===== config.mk =====
export PLATFORM = sky130hd
export DESIGN_NAME = disp_scan_ctrl
export DESIGN_NICKNAME = d
export VERILOG_FILES = /design/src/rtl/disp_scan_ctrl.sv
export SDC_FILE = /design/constraint.sdc
export NUM_CORES = 1
export LEC_CHECK = 0
export BUFFER_PORTS_ARGS = -buffer_cell sky130_fd_sc_hd__buf_2
export CORE_MARGIN = 4
export CORE_UTILIZATION = 64
export DETAILED_ROUTE_END_ITERATION = 7
export PLACE_DENSITY = 0.84
export SYNTH_ARGS = -nofsm -noshare
export SYNTH_HDL_FRONTEND = slang
export SYNTH_SLANG_ARGS = --single-unit

===== constraint.sdc =====
create_clock -name clk -period 7.3 [get_ports clk]
set_input_delay 1.46 -clock clk [delete_from_list [all_inputs] [get_ports clk]]
set_output_delay 1.46 -clock clk [all_outputs]
set_load 0.03 [all_outputs]

===== src/rtl/disp_scan_ctrl.sv =====
// Two-digit 7-segment scan controller with a one-entry pending buffer committed at frame boundaries.
// Optional blink support is compiled in when DISP_SCAN_BLINK_EN is defined.
module disp_scan_ctrl #(
  parameter int unsigned SCAN_DIV     = 50000,
  parameter int unsigned BLINK_FRAMES = 250
) (
  input  logic       clk,
  input  logic       rst_n,
  input  logic       in_valid,
  input  logic [4:0] in_data,
  output logic       in_ready,
  output logic [6:0] seg,
`ifdef DISP_SCAN_BLINK_EN
  input  logic       blink,
`endif
  output logic [1:0] dig_en
);

  localparam logic [15:0] DIV_LAST   = 16'(SCAN_DIV - 1);
  localparam logic [6:0]  SEG_BLANK  = 7'b1111111;

  typedef enum logic [1:0] {IDLE, SCAN0, SCAN1} state_t;

  state_t      state_q, state_d;
  logic [15:0] div_q, div_d;
  logic [4:0]  pending_q, pending_d;
  logic        pending_full_q, pending_full_d;
  logic [4:0]  active_q, active_d;
  logic [6:0]  seg_q, seg_d;
  logic [1:0]  dig_en_q, dig_en_d;
  logic        accept, commit, frame_end, blank_d;
  logic [6:0]  units_pat, tens_pat;

`ifdef DISP_SCAN_BLINK_EN
  localparam logic [15:0] FRAME_LAST = 16'(BLINK_FRAMES - 1);
  logic [15:0] frame_q, frame_d;
  logic        phase_q, phase_d;
`endif

  function automatic logic [6:0] digit_pat(input logic [3:0] d);
    case (d)
      4'd0:    digit_pat = 7'b0000001;
      4'd1:    digit_pat = 7'b1001111;
      4'd2:    digit_pat = 7'b0010010;
      4'd3:    digit_pat = 7'b0000110;
      4'd4:    digit_pat = 7'b1001100;
      4'd5:    digit_pat = 7'b0100100;
      4'd6:    digit_pat = 7'b0100000;
      4'd7:    digit_pat = 7'b0001111;
      4'd8:    digit_pat = 7'b0000000;
      4'd9:    digit_pat = 7'b0000100;
      default: digit_pat = SEG_BLANK;
    endcase
  endfunction

  assign in_ready = !pending_full_q;
  assign accept   = in_valid && !pending_full_q;

  always_comb begin
    state_d        = state_q;
    div_d          = div_q;
    pending_d      = pending_q;
    pending_full_d = pending_full_q;
    active_d       = active_q;
    commit         = 1'b0;
    frame_end      = 1'b0;

    case (state_q)
      IDLE: begin
        if (pending_full_q) begin
          commit  = 1'b1;
          state_d = SCAN0;
          div_d   = '0;
        end
      end
      SCAN0: begin
        if (div_q == DIV_LAST) begin
          div_d   = '0;
          state_d = SCAN1;
        end else begin
          div_d = div_q + 16'd1;
        end
      end
      SCAN1: begin
        if (div_q == DIV_LAST) begin
          div_d     = '0;
          state_d   = SCAN0;
          frame_end = 1'b1;
          commit    = pending_full_q;
        end else begin
          div_d = div_q + 16'd1;
        end
      end
      default: state_d = IDLE;
    endcase

    // accept needs an empty buffer and commit needs a full one, so they never overlap
    if (commit) begin
      active_d       = pending_q;
      pending_full_d = 1'b0;
    end
    if (accept) begin
      pending_d      = in_data;
      pending_full_d = 1'b1;
    end
  end

`ifdef DISP_SCAN_BLINK_EN
  always_comb begin
    frame_d = frame_q;
    phase_d = phase_q;
    if (!blink) begin
      frame_d = '0;
      phase_d = 1'b0;
    end else if (frame_end) begin
      if (frame_q == FRAME_LAST) begin
        frame_d = '0;
        phase_d = !phase_q;
      end else begin
        frame_d = frame_q + 16'd1;
      end
    end
  end
  assign blank_d = blink && phase_d;
`else
  assign blank_d = 1'b0;
`endif

  // Outputs are decoded from next-state values so they move on the same edge as the slot
  always_comb begin
    units_pat = SEG_BLANK;
    tens_pat  = SEG_BLANK;
    if (active_d < 5'd10) begin
      units_pat = digit_pat(active_d[3:0]);
    end else if (active_d < 5'd16) begin
      units_pat = digit_pat(active_d[3:0] - 4'd10);
      tens_pat  = digit_pat(4'd1);
    end

    seg_d    = SEG_BLANK;
    dig_en_d = 2'b11;
    if (!blank_d) begin
      case (state_d)
        SCAN0: begin
          seg_d    = units_pat;
          dig_en_d = 2'b10;
        end
        SCAN1: begin
          seg_d    = tens_pat;
          dig_en_d = 2'b01;
        end
        default: begin
          seg_d    = SEG_BLANK;
          dig_en_d = 2'b11;
        end
      endcase
    end
  end

  always_ff @(posedge clk) begin
    if (!rst_n) begin
      state_q        <= IDLE;
      div_q          <= '0;
      pending_q      <= '0;
      pending_full_q <= 1'b0;
      active_q       <= '0;
      seg_q          <= SEG_BLANK;
      dig_en_q       <= 2'b11;
`ifdef DISP_SCAN_BLINK_EN
      frame_q        <= '0;
      phase_q        <= 1'b0;
`endif
    end else begin
      state_q        <= state_d;
      div_q          <= div_d;
      pending_q      <= pending_d;
      pending_full_q <= pending_full_d;
      active_q       <= active_d;
      seg_q          <= seg_d;
      dig_en_q       <= dig_en_d;
`ifdef DISP_SCAN_BLINK_EN
      frame_q        <= frame_d;
      phase_q        <= phase_d;
`endif
    end
  end

  assign seg    = seg_q;
  assign dig_en = dig_en_q;

endmodule

# Word level (Yosys, flattened, before mapping)
# Memories as Yosys holds them, arrays and structs flattened.
# Index checks and enable logic that the tools add are counted.
word_totals:
  word_cells: 45
  romBits: 224
  register_bits: 38
  in_bits: 8
  mem_count: 2
classes:
  order_cmp: 2
  n_addsub: 2
  n_reduce_logical: 7
  n_eq_ne: 6
  n_mux: 19
memory_table:
  columns: ["memory", "words", "width", "read_ports", "rd_ports_with_merged_regs", "write_ports", "line_no", "source"]
  rows:
  - ["(name not given)", 16, 7, 1, 0, 0, "41", "case (d)"]
  - ["(name not given)", 16, 7, 1, 0, 0, "41", null]
ops:
  columns: ["op", "count"]
  rows:
  - ["$mux W16", 2]
  - ["$pmux W16 S2", 1]
  - ["$add A16 B1 Y16 const B", 1]
  - ["$eq A16 B16 Y1 const B", 1]
  - ["$mux W7", 2]
  - ["$pmux W7 S2", 1]
  - ["$mux W6", 2]
  - ["$mux W2", 3]
  - ["$pmux W2 S3", 1]
  - ["$lt A5 B4 Y1 const B", 1]
  - ["$lt A5 B5 Y1 const B", 1]
  - ["$mux W5", 1]
  - ["$eq A2 B1 Y1 const B", 2]
  - ["$eq A2 B2 Y1 const B", 2]
  - ["$mux W1", 4]
  - ["$pmux W2 S2", 1]
  - ["$reduce_bool A2 Y1", 2]
  - ["$sub A4 B4 Y4 const B", 1]
  - ["$logic_not A2 Y1", 1]
  - ["$ne A2 B2 Y1 const B", 1]
  - ["$pmux W1 S2", 1]
  - ["$reduce_and A2 Y1", 1]
  - ["$reduce_or A2 Y1", 1]
  - ["$logic_and A1 B1 Y1", 1]
  - ["$logic_not A1 Y1", 1]

# Longest topological paths before layout
# Gate-level depths: netlist (run 1).
# An unclocked memory read counts as a cell.
depth:
  ltp_word: 9
  mapped_depth: 14
  depth_no_buf: 12

# Least setup slack after synthesis (run 1)
# Ideal clock, no wire load.
synth_path:
  kind: "flip-flop to flip-flop"
  start: "register div_q[11]"
  end: "register seg_q[6], in the netlist seg[6]"
  stages_incl_launch_ff: 11
  t_arrival_ns: 3.377
  required_ns: 7.167
  path_slack_ns: 3.789
  n_path_buf: 2
  path_cell_list: "dfxtp_1 > or4_1 > or4_1 > buf_6 > o31ai_4 > mux2i_1 > ha_1 > clkbuf_1 > a21oi_1 > a2111oi_0 > o21ai_0"
synth_via:
  elab_chain_cells: 9
synth_rtl:
  columns: ["element", "line_no", "source"]
  rows:
  - ["start, declared", "25", "logic [15:0] div_q, div_d;"]
  - ["start signal, assigned", "175", "div_q <= div_d;"]
  - ["$eq A16 B16 Y1 (*)", "77, 85", null]
  - ["$mux W1", "85", "if (div_q == DIV_LAST) begin"]
  - ["$pmux W1 S2", "68", "case (state_q)"]
  - ["$mux W5", "98", "if (commit) begin"]
  - ["$sub A4 B4 Y4", "136", "units_pat = digit_pat(active_d[3:0] - 4'd10);"]
  - ["$mem_v2 Z16 W7", null, null]
  - ["$mux W7", "135", "end else if (active_d < 5'd16) begin"]
  - ["$mux W7", "133", "if (active_d < 5'd10) begin"]
  - ["$pmux W7 S2 (*)", "143", "case (state_d)"]
  - ["end signal, assigned", "179", "seg_q <= seg_d;"]
  - ["end, declared", "29", "logic [6:0] seg_q, seg_d;"]
# Every way passes the cells marked *; elsewhere a longest branch is shown, timed or not.
# A chain may end at the register's enable or synchronous reset.

# Worst setup path in the final report (run 1)
# Ends and elaborated chain as after synthesis.

==> results of run 1 <==
==> state kept, by name, summed over array words and instances, names as in the netlist <==
name	count
pending_q	5
state_q	2
seg	7
active_q	5
div_q	16
pending_full_q	1
dig_en	2
==> how the worst min path moves through the flow <==
stage | start | to
6_report | div_q[15]$_SDFFE_PN0P_ | div_q[15]$_SDFFE_PN0P_
5_1_grt | div_q[15]$_SDFFE_PN0P_ | div_q[15]$_SDFFE_PN0P_
4_1_cts | div_q[15]$_SDFFE_PN0P_ | div_q[15]$_SDFFE_PN0P_
3_5_place_dp | div_q[15]$_SDFFE_PN0P_ | div_q[15]$_SDFFE_PN0P_
3_3_place_gp | div_q[15]$_SDFFE_PN0P_ | div_q[15]$_SDFFE_PN0P_
2_1_floorplan | div_q[15]$_SDFFE_PN0P_ | div_q[15]$_SDFFE_PN0P_
==> routing by layer <==
metal  global-route usage [%]  vias to the layer above  part of all wire [%]  routed length [um]
met3                     4.66                        8                   2.3                 104
met2                     39.0                       21                    50                2240
met5                        0                        -                     0                   0
li1                         -                      928                     -                   -
met4                     9.87                        0                   2.1                  94
met1                     26.0                      848                    45                2000
==> layout by cell type (no fill, tap or decap), types with 2 or more instances in the layout <==
master | netlist | layout
mux2_2 | 3 | 3
o21a_1 | 2 | 2
o31ai_1 | 3 | 3
nand3_1 | 7 | 7
or3_1 | 2 | 2
nor2b_1 | 16 | 16
inv_1 | 13 | 13
nand2_1 | 12 | 12
a22oi_1 | 2 | 2
and2_1 | 6 | 6
nand2b_1 | 7 | 7
nand4_1 | 4 | 4
dfxtp_1 | 38 | 38
ha_1 | 18 | 18
buf_2 | 0 | 17
mux2i_1 | 13 | 13
clkbuf_4 | 0 | 5
xnor2_1 | 3 | 3
o21ai_0 | 11 | 11
nand3b_1 | 3 | 3
nor2_1 | 30 | 30
xor2_1 | 9 | 9
nor3_1 | 4 | 4
and4_1 | 3 | 3
a211oi_1 | 2 | 2
a21boi_0 | 5 | 5
a311oi_1 | 2 | 2
or4_1 | 2 | 2
a21oi_1 | 9 | 9
nand4b_1 | 2 | 2
==> where the power goes <==
part | leakage (nW) | total, mW | internal (mW) | switching (mW)
registers | 0.309 | 0.221 | 0.215 | 0.00580
logic | 0.586 | 0.0712 | 0.0273 | 0.0439
clock network | 0.0385 | 0.140 | 0.0723 | 0.0681
==> per-stage QoR <==
step           std cells  setup slack, ns  hold slack [ns]  power, mW  utilization [%]
4_1_cts              320             3.28            0.523      0.436             72.3
3_3_place_gp         312             3.51            0.502      0.295             69.9
3_5_place_dp         312             3.30            0.505      0.296             69.9
6_report             320             3.27            0.510      0.432             72.3
2_1_floorplan        259             3.79            0.463      0.279                -
5_1_grt              320             2.88            0.553      0.453             72.3
==> logic make-up after synthesis <==
logic type	after synthesis	share of synthesized area (%)
mux	17	7.78
compound gates	49	15.7
buf+inv	24	4.34
fa+ha+maj	18	10.0
xor+xnor	12	4.67
simple gates	101	23.7
flops	38	33.8
==> worst max-delay path, cell delays in order, from the launching register on <==
cell       delay (ns)
dfxtp_1          0.35
or4_1            0.52
or4_1            0.67
o31ai_4          0.55
mux2i_1          0.62
ha_1             0.44
a21oi_1          0.15
a2111oi_0        0.41
o21ai_0          0.17
==> layout make-up <==
| class | count | area (sq um) |
|---|---|---|
| fillers | 284 | 932 |
| flip-flops and latches | 38 | 761 |
| repair buffers | 18 | 92.6 |
| clock inverters | 2 | 37.5 |
| inverters | 13 | 48.8 |
| clock buffers | 6 | 41.3 |
| well taps | 46 | 57.6 |
| multi-input cells | 197 | 1390 |
==> results.toml, run 1 <==
[cts]
cts.hold.buffers_added = 0
clk_root_buffer_cell = "clkbuf_4"
cts.clk_slew.worst_paths_ns = 0.12
cts.repair_timing.setup_buffer_count = 0
tritoncts = "done"
tritoncts.num_buffers = 5
numClockSinks = 38
cts.repair.resized = 0
cts-root-to-sink-buffers = 2
ctsHtreeMaxLevel = 2
worstSkewPairLatency_ns = 0.33

[synthesis]
syn-cell-area_sq_um = 2250
synth_warnings = 0
number_of_flops_mapped_to_enable_cells_by_yosys = 0
post_synth.cell_area_avg_sq_um = 8.69
seq_area_frac_synth_pct = 33.8
synth_largest_area_cell = "dfxtp_1"
yosys-top-cells-count = "38 x dfxtp_1, 30 x nor2_1, 18 x ha_1"
postSynth.topFlopCell = "dfxtp_1"
yosysMostFrequentCell = "dfxtp_1"
cells_taking_the_most_area_after_synthesis = "dfxtp_1 34%, ha_1 10%, mux2i_1 5.8%, nor2_1 5.0%, nor2b_1 4.4%"
post_synth_inst_count = 259
synthesis.nets = 285
ys_async_sr_fraction_pct = 0
synth-seq-cells = 38
post-synth-top-area-fraction_pct = 33.8
post_synth_num_cell_types = 48

[power]
worst_ir_drop_vdd_mv = 0.112
power.density_cell_area_nw_per_um2 = 178
p_leak_nw = 0.933

[placed_design]
placedInstanceArea_sq_um = 2350
gp_routability_congestion = 0.903
port_buffers = 17
dp_hpwl_um = 3350

[layout]
num_antenna_cells = 0
fin_nets = 299
layout-drive-gt1-share_pct = 11.3
area.growth.synth_to_final_pct = 8.00
stdcell_area_sq_um = 2430

[sta]
final_max_slew_viol_count = 0
min_period_over_period_pct = 55.2
relSlewSlack_pct = 54.5
setup-tns-final_ns = 0
setup-violations-final = 0
timing.fmax_ghz = 0.248
final.setup_skew_ns = 0.0108
max_slew.worst_pin.slew_ns = 0.663
grt_setup_unrepaired = "false"
fin_crit_ns = 4.03
hold_violations = 0

[die]
fp-row-count = 21
initial_utilization_pct = 66.9
fp.dieW_um = 67.3
top_level_ports = 18
fp.dieH_um = 67.3
floorplan.die_area_sq_um = 4530
placeableCoreArea_sq_um = 3360

[critical_path]
cp-start-kind = "flop"
crit_path_end = "seg[6]$_SDFF_PN1_"
critical_path.startpoint = "div_q[11]$_SDFFE_PN0P_"
critical_path_fanout_max = 10
data_arrival_time_of_the_critical_path_ns = 4.23
end_kind = "flop"
worstReg2RegStart = "div_q[11]$_SDFFE_PN0P_"
rr_endpoint = "seg[6]$_SDFF_PN1_"
worst-endpoint-required_ns = 7.49
timing.reg2reg.setup_slack_ns = 3.27
critPathKind = "reg -> reg"
timing.reg2reg.worst_path_depth = 8

[drt]
post_drt_via_cell_ratio = 5.64
drtIter0Drc = 73
remaining_antenna_violation_count_after_routing = 0
routed_wire_length_per_instance_um = 13.9
num_vias = 1805
dr.pass1.iters = 6
route.detailed.drc = 0
total_wirelength_um = 4440

[global_route]
grt_max_degree = 22
globalRouteOverflowTotal = 0
first_pass_grt_wire_length_um = 7740
global_route.usage.total_pct = 22.3
vias_in_the_first_global_route = 1765
grt_antenna_before_repair = 0

[job]
max_cap_violations = 0

[hold_path]
whs_path_depth = 2
min_path_type = "reg -> reg"

[status]
status = "finished, final reports clean"
Power figures use the tool's default switching activity.
==> run 2, diff against run 1 <==
CORE_UTILIZATION = 54   (was 64)
PLACE_DENSITY = 0.76   (was 0.84)
clock period = 3.6 ns   (was 7.3 ns; I/O delays follow)
==> results.toml, run 2 (same netlist as run 1, synthesis figures left out) <==
[status]
status = "finished, final reports clean"

[layout]
num_antenna_cells = 0
multiInputGateArea_sq_um = 1400
most-common-layout-cells = "38 x dfxtp_1, 30 x nor2_1, 18 x ha_1"
fin_nets = 306
top_register = "div_q"
register_area_sq_um = 761
layout.cells.most_common = "dfxtp_1"
finish.cell_count_without_fillers = 331
fillers = 354
layout-drive-gt1-share_pct = 14.6
area.growth.synth_to_final_pct = 12.5
largest_reg_flops = 16

[sta]
setup-violations-final = 0
min_period_over_period_pct = 94.6
final.setup_skew_ns = 0.00621
final_max_slew_viol_count = 0
finalHoldWorstSlack_ns = 0.517
timing.final.ws_setup_ns = 0.195
fin_crit_ns = 3.40
hold_violations = 0
relSlewSlack_pct = 43.4
timing.fmax_ghz = 0.294
max_slew.worst_pin.slew_ns = 0.848

[drt]
total_wirelength_um = 4710
num_vias = 1868
dr.pass1.iters = 4
post_drt_via_cell_ratio = 5.64
routed_wire_length_per_instance_um = 14.2
route.detailed.drc = 0
drtIter0Drc = 101
remaining_antenna_violation_count_after_routing = 0

[global_route]
vias_in_the_first_global_route = 1741
grt_max_degree = 22
globalRouteOverflowTotal = 0
global_route.usage.total_pct = 19.8
first_pass_grt_wire_length_um = 8140
grt_antenna_before_repair = 0

[hold_path]
timing.hold.worst.start = "div_q[15]$_SDFFE_PN0P_"
min_path_type = "reg -> reg"
whs_path_depth = 2
min_delay_worst_endpoint = "div_q[15]$_SDFFE_PN0P_"

[critical_path]
rr_endpoint = "seg[1]$_SDFF_PN1_"
data_arrival_time_of_the_critical_path_ns = 3.59
critPathKind = "reg -> reg"
critical_path_fanout_max = 10
end_kind = "flop"
worst-endpoint-required_ns = 3.78
cp-start-kind = "flop"
timing.reg2reg.worst_path_depth = 9
worstReg2RegStart = "div_q[11]$_SDFFE_PN0P_"
timing.reg2reg.setup_slack_ns = 0.20

[cts]
numClockSinks = 38
cts.hold.buffers_added = 0
cts.clk_slew.worst_paths_ns = 0.08
ctsHtreeMaxLevel = 2
tritoncts = "done"
tritoncts.num_buffers = 5
cts.repair_timing.setup_buffer_count = 0
worstSkewPairLatency_ns = 0.30
clk_root_buffer_cell = "clkbuf_8"
cts.repair.resized = 0
cts-root-to-sink-buffers = 2

[power]
total_power_mw = 0.968
p_leak_nw = 0.978
power.density_cell_area_nw_per_um2 = 382
worst_ir_drop_vdd_mv = 0.240

[placed_design]
gp_routability_congestion = 0.884
dp_hpwl_um = 3470
detailedPlace.worstSlack_ns = 0.0984
placedCellCount = 323
port_buffers = 17

[die]
placeableCoreArea_sq_um = 4030
initial_utilization_pct = 55.9
floorplan.die_area_sq_um = 5260
fp.dieH_um = 72.6
fp-row-count = 23
top_level_ports = 18
fp.dieW_um = 72.6

[job]
max_cap_violations = 0
run 2: layer usage:
layer  track usage, %  wire length [um]  share of wire, %  vias to the layer above
met5                0                 0                 0                        -
met4             9.22               136               2.9                        0
met3             5.54               253               5.4                       14
met2             29.3              2110                45                       46
met1             26.6              2210                47                      867
li1                 -                 -                 -                      941
run 2: worst max-delay path, cell delays in order (launching register included):
cell and delay [ns]:
dfxtp_1 0.34, or4_1 0.50, or4_1 0.63, o31ai_4 0.31, mux2i_2 0.46, ha_1 0.42, nor2_1 0.22, a21oi_1 0.06
o31ai_1 0.23, o21ai_0 0.12
run 2: stage by stage:
stage	setup TNS [ns]	cell area, sq um	util [%]
floorplan	0	2250	-
global placement	0	2410	59.8
detailed placement	0	2410	59.8
CTS	0	2520	62.6
global route	-0.00809	2530	62.9
finish	0	2530	62.9
run 2: worst max-delay path by stage:
stage / cells after the start / slack (ns) / start / to
after CTS: 12 / 0.09 / div_q[11]$_SDFFE_PN0P_ / seg[2]$_SDFF_PN1_
after global placement: 9 / 0.22 / div_q[11]$_SDFFE_PN0P_ / seg[1]$_SDFF_PN1_
final: 9 / 0.20 / div_q[11]$_SDFFE_PN0P_ / seg[1]$_SDFF_PN1_
after detailed placement: 12 / 0.1 / div_q[11]$_SDFFE_PN0P_ / seg[2]$_SDFF_PN1_
after floorplan: 10 / 0.09 / div_q[11]$_SDFFE_PN0P_ / seg[6]$_SDFF_PN1_
after global routing: 10 / -0.008 / div_q[11]$_SDFFE_PN0P_ / seg[6]$_SDFF_PN1_
run 2: power by group:
group	internal (mW)	switching (mW)	leakage (nW)
logic	0.0617	0.0924	0.618
clock network	0.206	0.160	0.0504
registers	0.435	0.0120	0.309
total	0.703	0.265	0.978
run 2: cell type report:
cell class / instances / share of cell area (%)
Multi-Input combinational cell: 197 / 55.3
Sequential cell: 38 / 30.0
Timing Repair Buffer: 25 / 5.73
Clock buffer: 5 / 2.72
Tap cell: 50 / 2.47
Inverter: 13 / 1.93
Clock inverter: 3 / 1.78
